--- src/rtl/uart_pkg.sv ---
// Shared UART constants and types: baud-tick FSM states and divisor defaults.
package uart_pkg;

  localparam int unsigned CLOCK_INPUT = 50_000_000;
  localparam int unsigned BAUD_RATE   = 115_200;
  localparam int unsigned DIV_W       = 16;
  localparam int unsigned OVERSAMPLE  = 16;
  localparam int unsigned MIN_DIV     = 2;

  // Prescaler divisor that yields BAUD_RATE at the given oversample ratio.
  function automatic int unsigned default_div(input int unsigned clk_hz, input int unsigned os);
    return clk_hz / (BAUD_RATE * os);
  endfunction

  localparam int unsigned DEFAULT_DIV = default_div(CLOCK_INPUT, OVERSAMPLE);

  typedef enum logic [1:0] {
    IDLE,
    RUN,
    PEND
  } baud_state_t;

endpackage

--- src/rtl/baud_prescaler.sv ---
// Runtime-modulus counter: counts 0..max_i, with clear and preset; wrap_o marks the
// increment that rolls back to zero.
module baud_prescaler #(
  parameter int unsigned Width = 16
) (
  input  logic             clk_i,
  input  logic             rst_ni,
  input  logic             clr_i,
  input  logic             load_i,
  input  logic [Width-1:0] load_val_i,
  input  logic             inc_i,
  input  logic [Width-1:0] max_i,
  output logic             wrap_o
);

  logic [Width-1:0] cnt_q, cnt_d;

  assign wrap_o = inc_i && (cnt_q == max_i);

  always_comb begin
    cnt_d = cnt_q;
    if (clr_i) begin
      cnt_d = '0;
    end else if (load_i) begin
      cnt_d = load_val_i;
    end else if (inc_i) begin
      cnt_d = wrap_o ? '0 : cnt_q + Width'(1);
    end
  end

  always_ff @(posedge clk_i or negedge rst_ni) begin
    if (!rst_ni) begin
      cnt_q <= '0;
    end else begin
      cnt_q <= cnt_d;
    end
  end

endmodule

--- src/rtl/baud_tick_ctrl.sv ---
// Baud tick scheduler: single-cycle oversample and bit enables from a runtime divisor,
// with divisor changes deferred to a bit boundary and re-phasing on RX start bits.
module baud_tick_ctrl #(
  parameter int unsigned CLOCK_INPUT = uart_pkg::CLOCK_INPUT,
  parameter int unsigned DIV_W       = uart_pkg::DIV_W,
  parameter int unsigned OVERSAMPLE  = uart_pkg::OVERSAMPLE,
  parameter int unsigned DEFAULT_DIV = uart_pkg::default_div(CLOCK_INPUT, OVERSAMPLE)
) (
  input  logic             clock,
  input  logic             nreset,
  input  logic             ena,
  input  logic             cfg_valid,
  input  logic [DIV_W-1:0] cfg_div,
  output logic             cfg_ready,
  input  logic             rx_resync,
  output logic             os_tick,
  output logic             bit_tick,
  output logic [DIV_W-1:0] cur_div,
  output logic             active
);
  import uart_pkg::*;

  localparam int unsigned OsW = $clog2(OVERSAMPLE);

  baud_state_t      state_q, state_d;
  logic [DIV_W-1:0] div_q, div_d;
  logic [DIV_W-1:0] pend_q, pend_d;
  logic             os_tick_q, bit_tick_q;
  logic [DIV_W-1:0] cfg_div_clamped;
  logic             running, count_en, cfg_fire;
  logic             pre_clr, os_clr, pre_wrap, os_wrap;

  assign running   = (state_q != IDLE);
  assign cfg_ready = (state_q != PEND);
  assign cfg_fire  = cfg_valid && cfg_ready;
  assign cfg_div_clamped = (cfg_div < DIV_W'(MIN_DIV)) ? DIV_W'(MIN_DIV) : cfg_div;

  // A resync sample suppresses any wrap due on the same edge.
  assign count_en = running && ena && !rx_resync;
  assign pre_clr  = !running || !ena || rx_resync;
  assign os_clr   = !running || !ena;

  baud_prescaler #(
    .Width (DIV_W)
  ) u_pre (
    .clk_i      (clock),
    .rst_ni     (nreset),
    .clr_i      (pre_clr),
    .load_i     (1'b0),
    .load_val_i ('0),
    .inc_i      (count_en),
    .max_i      (div_q - DIV_W'(1)),
    .wrap_o     (pre_wrap)
  );

  // Resync presets to mid-bit so the next bit tick lands in the middle of the start bit.
  baud_prescaler #(
    .Width (OsW)
  ) u_os (
    .clk_i      (clock),
    .rst_ni     (nreset),
    .clr_i      (os_clr),
    .load_i     (rx_resync),
    .load_val_i (OsW'(OVERSAMPLE / 2)),
    .inc_i      (pre_wrap),
    .max_i      (OsW'(OVERSAMPLE - 1)),
    .wrap_o     (os_wrap)
  );

  always_comb begin
    state_d = state_q;
    div_d   = div_q;
    pend_d  = pend_q;
    unique case (state_q)
      IDLE: begin
        if (cfg_fire) div_d = cfg_div_clamped;
        if (ena) state_d = RUN;
      end
      RUN: begin
        if (!ena) begin
          state_d = IDLE;
          if (cfg_fire) div_d = cfg_div_clamped;
        end else if (cfg_fire) begin
          pend_d  = cfg_div_clamped;
          state_d = PEND;
        end
      end
      PEND: begin
        if (!ena) begin
          div_d   = pend_q;
          state_d = IDLE;
        end else if (rx_resync || os_wrap) begin
          div_d   = pend_q;
          state_d = RUN;
        end
      end
      default: state_d = IDLE;
    endcase
  end

  always_ff @(posedge clock or negedge nreset) begin
    if (!nreset) begin
      state_q    <= IDLE;
      div_q      <= DIV_W'(DEFAULT_DIV);
      pend_q     <= '0;
      os_tick_q  <= 1'b0;
      bit_tick_q <= 1'b0;
    end else begin
      state_q    <= state_d;
      div_q      <= div_d;
      pend_q     <= pend_d;
      os_tick_q  <= pre_wrap;
      bit_tick_q <= os_wrap;
    end
  end

  assign os_tick  = os_tick_q;
  assign bit_tick = bit_tick_q;
  assign cur_div  = div_q;
  assign active   = running;

endmodule

--- config.mk ---
export PLATFORM = sky130hd
export DESIGN_NAME = baud_tick_ctrl
export DESIGN_NICKNAME = d
export VERILOG_FILES = /design/src/rtl/uart_pkg.sv /design/src/rtl/baud_prescaler.sv /design/src/rtl/baud_tick_ctrl.sv
export SDC_FILE = /design/constraint.sdc
export NUM_CORES = 1
export LEC_CHECK = 0
export BUFFER_PORTS_ARGS = -buffer_cell sky130_fd_sc_hd__buf_2
export CELL_PAD_IN_SITES_DETAIL_PLACEMENT = 0
export CELL_PAD_IN_SITES_GLOBAL_PLACEMENT = 2
export CORE_MARGIN = 10
export CORE_UTILIZATION = 39
export CTS_BUF_LIST = sky130_fd_sc_hd__clkbuf_16
export CTS_CLUSTER_SIZE = 8
export DETAILED_ROUTE_END_ITERATION = 16
export PLACE_DENSITY_LB_ADDON = 0.12
export SYNTH_ARGS = -nofsm -noshare
export SYNTH_HDL_FRONTEND = slang
export SYNTH_SLANG_ARGS = --single-unit
--- constraint.sdc ---
create_clock -name clock -period 8 [get_ports clock]
set_input_delay 1.2 -clock clock [delete_from_list [all_inputs] [get_ports clock]]
set_output_delay 1.2 -clock clock [all_outputs]
set_load 0.02 [all_outputs]
==> results of run 1 <==
==> final cells by class <==
cell class / count / area share (%)
flip-flops and latches: 56 / 38.1
clock buffers: 5 / 3.39
repair buffers: 42 / 5.83
multi-input cells: 218 / 46.6
well taps: 102 / 3.46
clock inverters: 3 / 1.73
inverters: 9 / 0.915
==> logic make-up (layout without fill, tap and decap cells) <==
logic type | count (synthesis) | in the layout | synth area share (%)
AND/OR/NAND/NOR | 106 | 106 | 19.1
flip-flops | 56 | 56 | 43.9
multiplexers | 49 | 49 | 17.7
XOR/XNOR | 33 | 33 | 9.03
AO/OA/AOI/OAI | 27 | 27 | 6.57
buffers and inverters | 16 | 59 | 2.42
adder cells (fa/ha/maj) | 3 | 3 | 1.17
==> cells in the final DEF (no fill, tap or decap), types with 3 or more instances in the layout <==
| master | count |
|---|---|
| ha_1 | 3 |
| nor2b_1 | 6 |
| nor3_1 | 3 |
| dfstp_2 | 4 |
| clkbuf_16 | 5 |
| a21oi_1 | 8 |
| dfrtp_1 | 52 |
| mux2i_1 | 8 |
| and3_1 | 7 |
| nor4_1 | 4 |
| buf_2 | 40 |
| inv_1 | 10 |
| mux2_2 | 34 |
| mux2_4 | 7 |
| o21ai_0 | 7 |
| nand4_1 | 7 |
| nand2_1 | 12 |
| or3_1 | 5 |
| xnor2_1 | 16 |
| xor2_1 | 17 |
| nand3_1 | 14 |
| nor2_1 | 29 |
==> stage by stage <==
step                      worst slack (ns)  power, mW  cell area [µm²]  cells  hold WS [ns]
after floorplan                       5.09      0.496             3200    290         0.450
after global placement                4.77      0.555             3500    427         0.463
after detailed placement              4.73      0.558             3500    427         0.474
after CTS                             4.72      0.840             3690    435         0.490
after global routing                  4.47      0.876             3690    435         0.516
final                                 4.74      0.831             3690    435         0.491
==> Yosys cell counts, types with 3 or more instances <==
cell / n
inv_1: 9
mux2_4: 7
nand3_1: 14
mux2i_1: 8
or3_1: 5
clkbuf_1: 5
nand2_1: 12
nor2b_1: 7
ha_1: 3
dfrtp_1: 52
a21oi_1: 8
nor2_1: 29
and3_1: 7
xor2_1: 17
o21ai_0: 7
dfstp_2: 4
nor4_1: 4
mux2_2: 34
nand4_1: 7
nor3_1: 3
xnor2_1: 16
==> path summary, 6_finish.rpt <==
path / slack (ns) / end
hold reg to reg: 0.49 / pend_q[0]$_DFFE_PN0P_
min in group asynchronous: 1.04 / pend_q[2]$_DFFE_PN0P_
setup reg to reg: 4.74 / cur_div[6]$_DFFE_PN0P_
hold / removal: 0.49 / pend_q[0]$_DFFE_PN0P_
setup / recovery: 4.74 / cur_div[6]$_DFFE_PN0P_
max in group asynchronous: 6.47 / u_pre.cnt_q[9]$_DFF_PN0_
==> state kept, by name (all words and copies together) (netlist names) <==
name / flops
u_pre.cnt_q: 16
cur_div: 16
state_q: 2
bit_tick: 1
pend_q: 16
u_os.cnt_q: 4
os_tick: 1
==> per-layer routing <==
layer  up-vias  share of wire [%]
met2        32                 45
met4         0                1.1
met1      1063                 50
li1       1115                  -
met5         -                  0
met3         7                3.7
==> worst max-delay path: stages (launching register included) <==
cell and delay, ns:
dfstp_2 0.40, inv_1 0.07, ha_1 0.18, nor3b_4 0.43, nand2_1 0.09, o311a_1 0.39, nor4_4 0.35, nand4_2 0.19
a31oi_4 0.63, mux2_2 0.41
==> power breakdown <==
part | internal (mW) | switching, mW
Clock | 0.179 | 0.104
Sequential | 0.324 | 0.0429
Combinational | 0.0861 | 0.0957
Total | 0.589 | 0.242
==> impl_metrics.tcl, run 1 <==
set metrics [dict create \
    outcome "finished, final reports clean" \
    io_pins 41 \
    die_x_um 111 \
    yosysTopAreaCell "dfrtp_1" \
    area_growth_pct 15.3 \
    synth_seq_cells 56 \
    use_met3_pct 3.30 \
    initial_utilization_pct 40.8 \
    die_area_um2 12200 \
    worstPathArrival_ns 3.44 \
    fin_tns_setup_ns 0 \
    clock_path_buffers 2 \
    setup_viol 0 \
    synth_area_leaders "dfrtp_1 (41%), mux2_2 (12%), xor2_1 (4.7%)" \
    synth-edff-count 0 \
    drc 0 \
    cts_tree "yes" \
    routedWlPerCell_um 16.8 \
    grt_pass1_vias 2354 \
    fin_nets 356 \
    ys_seq_area_share_pct 43.9 \
    post-route-util_pct 47.0 \
    top_usage_layer "met2" \
    dpl.hpwl_um 5380 \
    rsz0062_at_grt "false" \
    diodes 0 \
    clock.fmax_ghz 0.307 \
    synth_fp_nets 314 \
    drive_gt1_share_pct 33.0 \
    hold_depth 2 \
    postRouteAntennaNets 0 \
    grt_usage_pct 12.0 \
    cts_resized 0 \
    nFillCells 768 \
    cts_htree_levels 2 \
    cts_made_buffers 5 \
    multi_input_area_um2 1720 \
    fin_skew_ns 0.00830 \
    drv_slew 0 \
    overflow 0 \
    cts_sinks 56 \
    ys_types 47 \
    place.gp.congestion 0.770 \
    met1_usage_pct 16.1 \
    grt_use_met2_pct 18.3 \
    path_class "reg -> reg" \
    cts_setup_buffers 0 \
    cp-end-kind "flip-flop" \
    reg2reg_from "cur_div[0]$_DFFE_PN1P_" \
    via_count 2217 \
    clkTransAtPathRegs_ns 0.07 \
    grt_pass1_wl_um 12300 \
    drtPass1Iterations 4 \
    grt_max_degree 57 \
    antenna_found_initial 0 \
    fin_crit_ns 3.26 \
    core_area_um2 7850 \
    die_y_um 111 \
    report.final.hold_viol_count 0 \
    wl_um 7300 \
    register_area_um2 1410 \
    cp_max_fo 16 \
    drv_cap 0 \
    synthCells 290 \
    p_leak_nw 1.62 \
    period_share_pct 40.7 \
    drt_iter0_drc 50 \
    port_buffers 40 \
    cts-root-buf "clkbuf_16" \
    peakVddDrop_v 0.000118 \
    std_cell_rows 32 \
    async_reset_ff_share_pct 100 \
    viasPerCell 5.10 \
    p_per_area_nw_per_um2 225 \
    synth_top_area_share_pct 40.7 \
    cp.required_ns 8.19 \
    synthFlopType "dfrtp_1" \
    worstSetupStartpoint "cur_div[0]$_DFFE_PN1P_" \
    syn_area_um2 3200 \
    reg2reg_depth 9 \
    min-delay-start "pend_q[0]$_DFFE_PN0P_" \
    relSlewSlack_pct 32.8 \
    tightestPinTransition_ns 1.00 \
    clock_latency_ns 0.30 \
    ctsHoldBuffers 0 \
    hold_path_class "reg -> reg" \
    ys_warn_count 0 \
    avgSynthCellArea_um2 11.0 \
    start_kind "flip-flop" \
]
No activity file was read; power rests on OpenSTA's default activity.
==> run 2, diff against run 1 <==
Settings changed: CORE_UTILIZATION 39 to 38.
Clock period 8 ns to 3.3 ns, I/O delays scaled along.
==> impl_metrics.tcl, run 2 (same netlist as run 1, synthesis figures left out) <==
set metrics [dict create \
    rrSetupSlack_ns 0.31 \
    io_pins 41 \
    via_count 2325 \
    drive_gt1_share_pct 34.5 \
    worstPathArrival_ns 3.17 \
    worst_slack_ns 0.311 \
    setup_viol 0 \
    die_area_um2 12500 \
    post-place-ws_ns 0.315 \
    final_area_um2 3710 \
    ctsHoldBuffers 0 \
    clock_latency_ns 0.29 \
    cp_max_fo 16 \
    drt_iter0_drc 92 \
    drv_cap 0 \
    area_growth_pct 15.9 \
    grt_pass1_wl_um 12700 \
    overflow 0 \
    relSlewSlack_pct 51.1 \
    peakVddDrop_v 0.000232 \
    drtPass1Iterations 4 \
    report.final.hold_viol_count 0 \
    cts_made_buffers 5 \
    initial_utilization_pct 39.0 \
    dpl.hpwl_um 5620 \
    drv_slew 0 \
    cts_tree "yes" \
    cp-end-kind "flip-flop" \
    reg2reg_depth 8 \
    cts_setup_buffers 0 \
    period_share_pct 90.6 \
    routedWlPerCell_um 16.9 \
    fin_tns_setup_ns 0 \
    wl_um 7510 \
    start_kind "flip-flop" \
    worstPathCellList "nor4_2 -> o2111ai_1 -> a211o_1 -> nor4_4 -> nand4_2 -> a31oi_4 -> buf_12 -> mux2_2" \
    fin_crit_ns 2.99 \
    fin_nets 362 \
    clock_path_buffers 2 \
    clkTransAtPathRegs_ns 0.08 \
    std_cell_rows 33 \
    worstSetupStartpoint "cur_div[0]$_DFFE_PN1P_" \
    tightestPinTransition_ns 0.733 \
    die_x_um 112 \
    rsz0062_at_grt "false" \
    endpoint "cur_div[8]$_DFFE_PN0P_" \
    grt_max_degree 57 \
    reg2reg_from "cur_div[0]$_DFFE_PN1P_" \
    final_cell_mix "dfrtp_1 (52), buf_2 (40), mux2_2 (34)" \
    grt_pass1_vias 2465 \
    cp.required_ns 3.48 \
    r2r-end "cur_div[8]$_DFFE_PN0P_" \
    clock.fmax_ghz 0.335 \
    p_per_area_nw_per_um2 510 \
    place.gp.congestion 0.797 \
    port_buffers 40 \
    viasPerCell 5.24 \
    cts_sinks 56 \
    postRouteAntennaNets 0 \
    fin_skew_ns 0.00612 \
    cts-root-buf "clkbuf_16" \
    grt_usage_pct 12.2 \
    hold_path_class "in -> async" \
    p_leak_nw 1.63 \
    dpl-instance-area_um2 3560 \
    final_common_cell "dfrtp_1" \
    critPathMaxStageDelay_ns 0.59 \
    diodes 0 \
    cp_slowest_cell "nor4_2" \
    antenna_found_initial 0 \
    drc 0 \
    path_class "reg -> reg" \
    outcome "finished, final reports clean" \
    power_mw 1.89 \
    cts_resized 0 \
    cts_htree_levels 2 \
    die_y_um 112 \
    core_area_um2 8220 \
]
run 2: cell count changes in the layout (fill, tap and decap cells not counted), sizes merged:
cell	before	now
buf	42	48
clkinv	0	2
bufinv	2	0
run 2: report_power, final:
part	internal [mW]	switching [mW]	leakage [nW]
clock network	0.285	0.255	0.0742
logic	0.223	0.249	0.845
registers	0.785	0.0941	0.707
run 2: worst min-delay path by stage:
| stage | startpoint | end | slack [ns] | depth (start not counted) |
|---|---|---|---|---|
| finish | nreset | pend_q[13]$_DFFE_PN0P_ | 0.33 | 2 |
| global route | nreset | pend_q[9]$_DFFE_PN0P_ | 0.40 | 2 |
| CTS | nreset | pend_q[9]$_DFFE_PN0P_ | 0.37 | 2 |
| detailed placement | pend_q[1]$_DFFE_PN0P_ | pend_q[1]$_DFFE_PN0P_ | 0.48 | 2 |
| global placement | pend_q[0]$_DFFE_PN0P_ | pend_q[0]$_DFFE_PN0P_ | 0.46 | 2 |
| floorplan | nreset | bit_tick$_DFF_PN0_ | 0.20 | 0 |
run 2: per-stage QoR:
| step | cells | hold WS [ns] | utilization, % |
|---|---|---|---|
| global route | 444 | 0.403 | 45.2 |
| floorplan | 290 | 0.199 | - |
| detailed placement | 436 | 0.479 | 43.4 |
| global placement | 436 | 0.464 | 43.4 |
| CTS | 444 | 0.369 | 45.2 |
| finish | 444 | 0.328 | 45.2 |
run 2: critical path: cells and delay by family, from the launching register on:
family,cells,cell delay [ns]
buf+inv,1,0.18
flops,1,0.40
simple gates,3,1.15
mux,1,0.35
compound gates,3,0.78
run 2: final cells by class:
type / instances / area (µm²)
Clock inverter: 3 / 22.5
Fill cell: 811 / 4510
Multi-Input combinational cell: 218 / 1720
Sequential cell: 56 / 1410
Tap cell: 105 / 131
Inverter: 9 / 33.8
Timing Repair Buffer: 48 / 273
Clock buffer: 5 / 125
run 2: routing by layer:
metal  part of all wire, %  track usage, %  up-vias
li1                      -               -     1129
met1                    49            15.8     1155
met2                    47            19.8       34
met3                   3.1            2.68        7
met4                   1.1            3.08        0
met5                     0               0        -
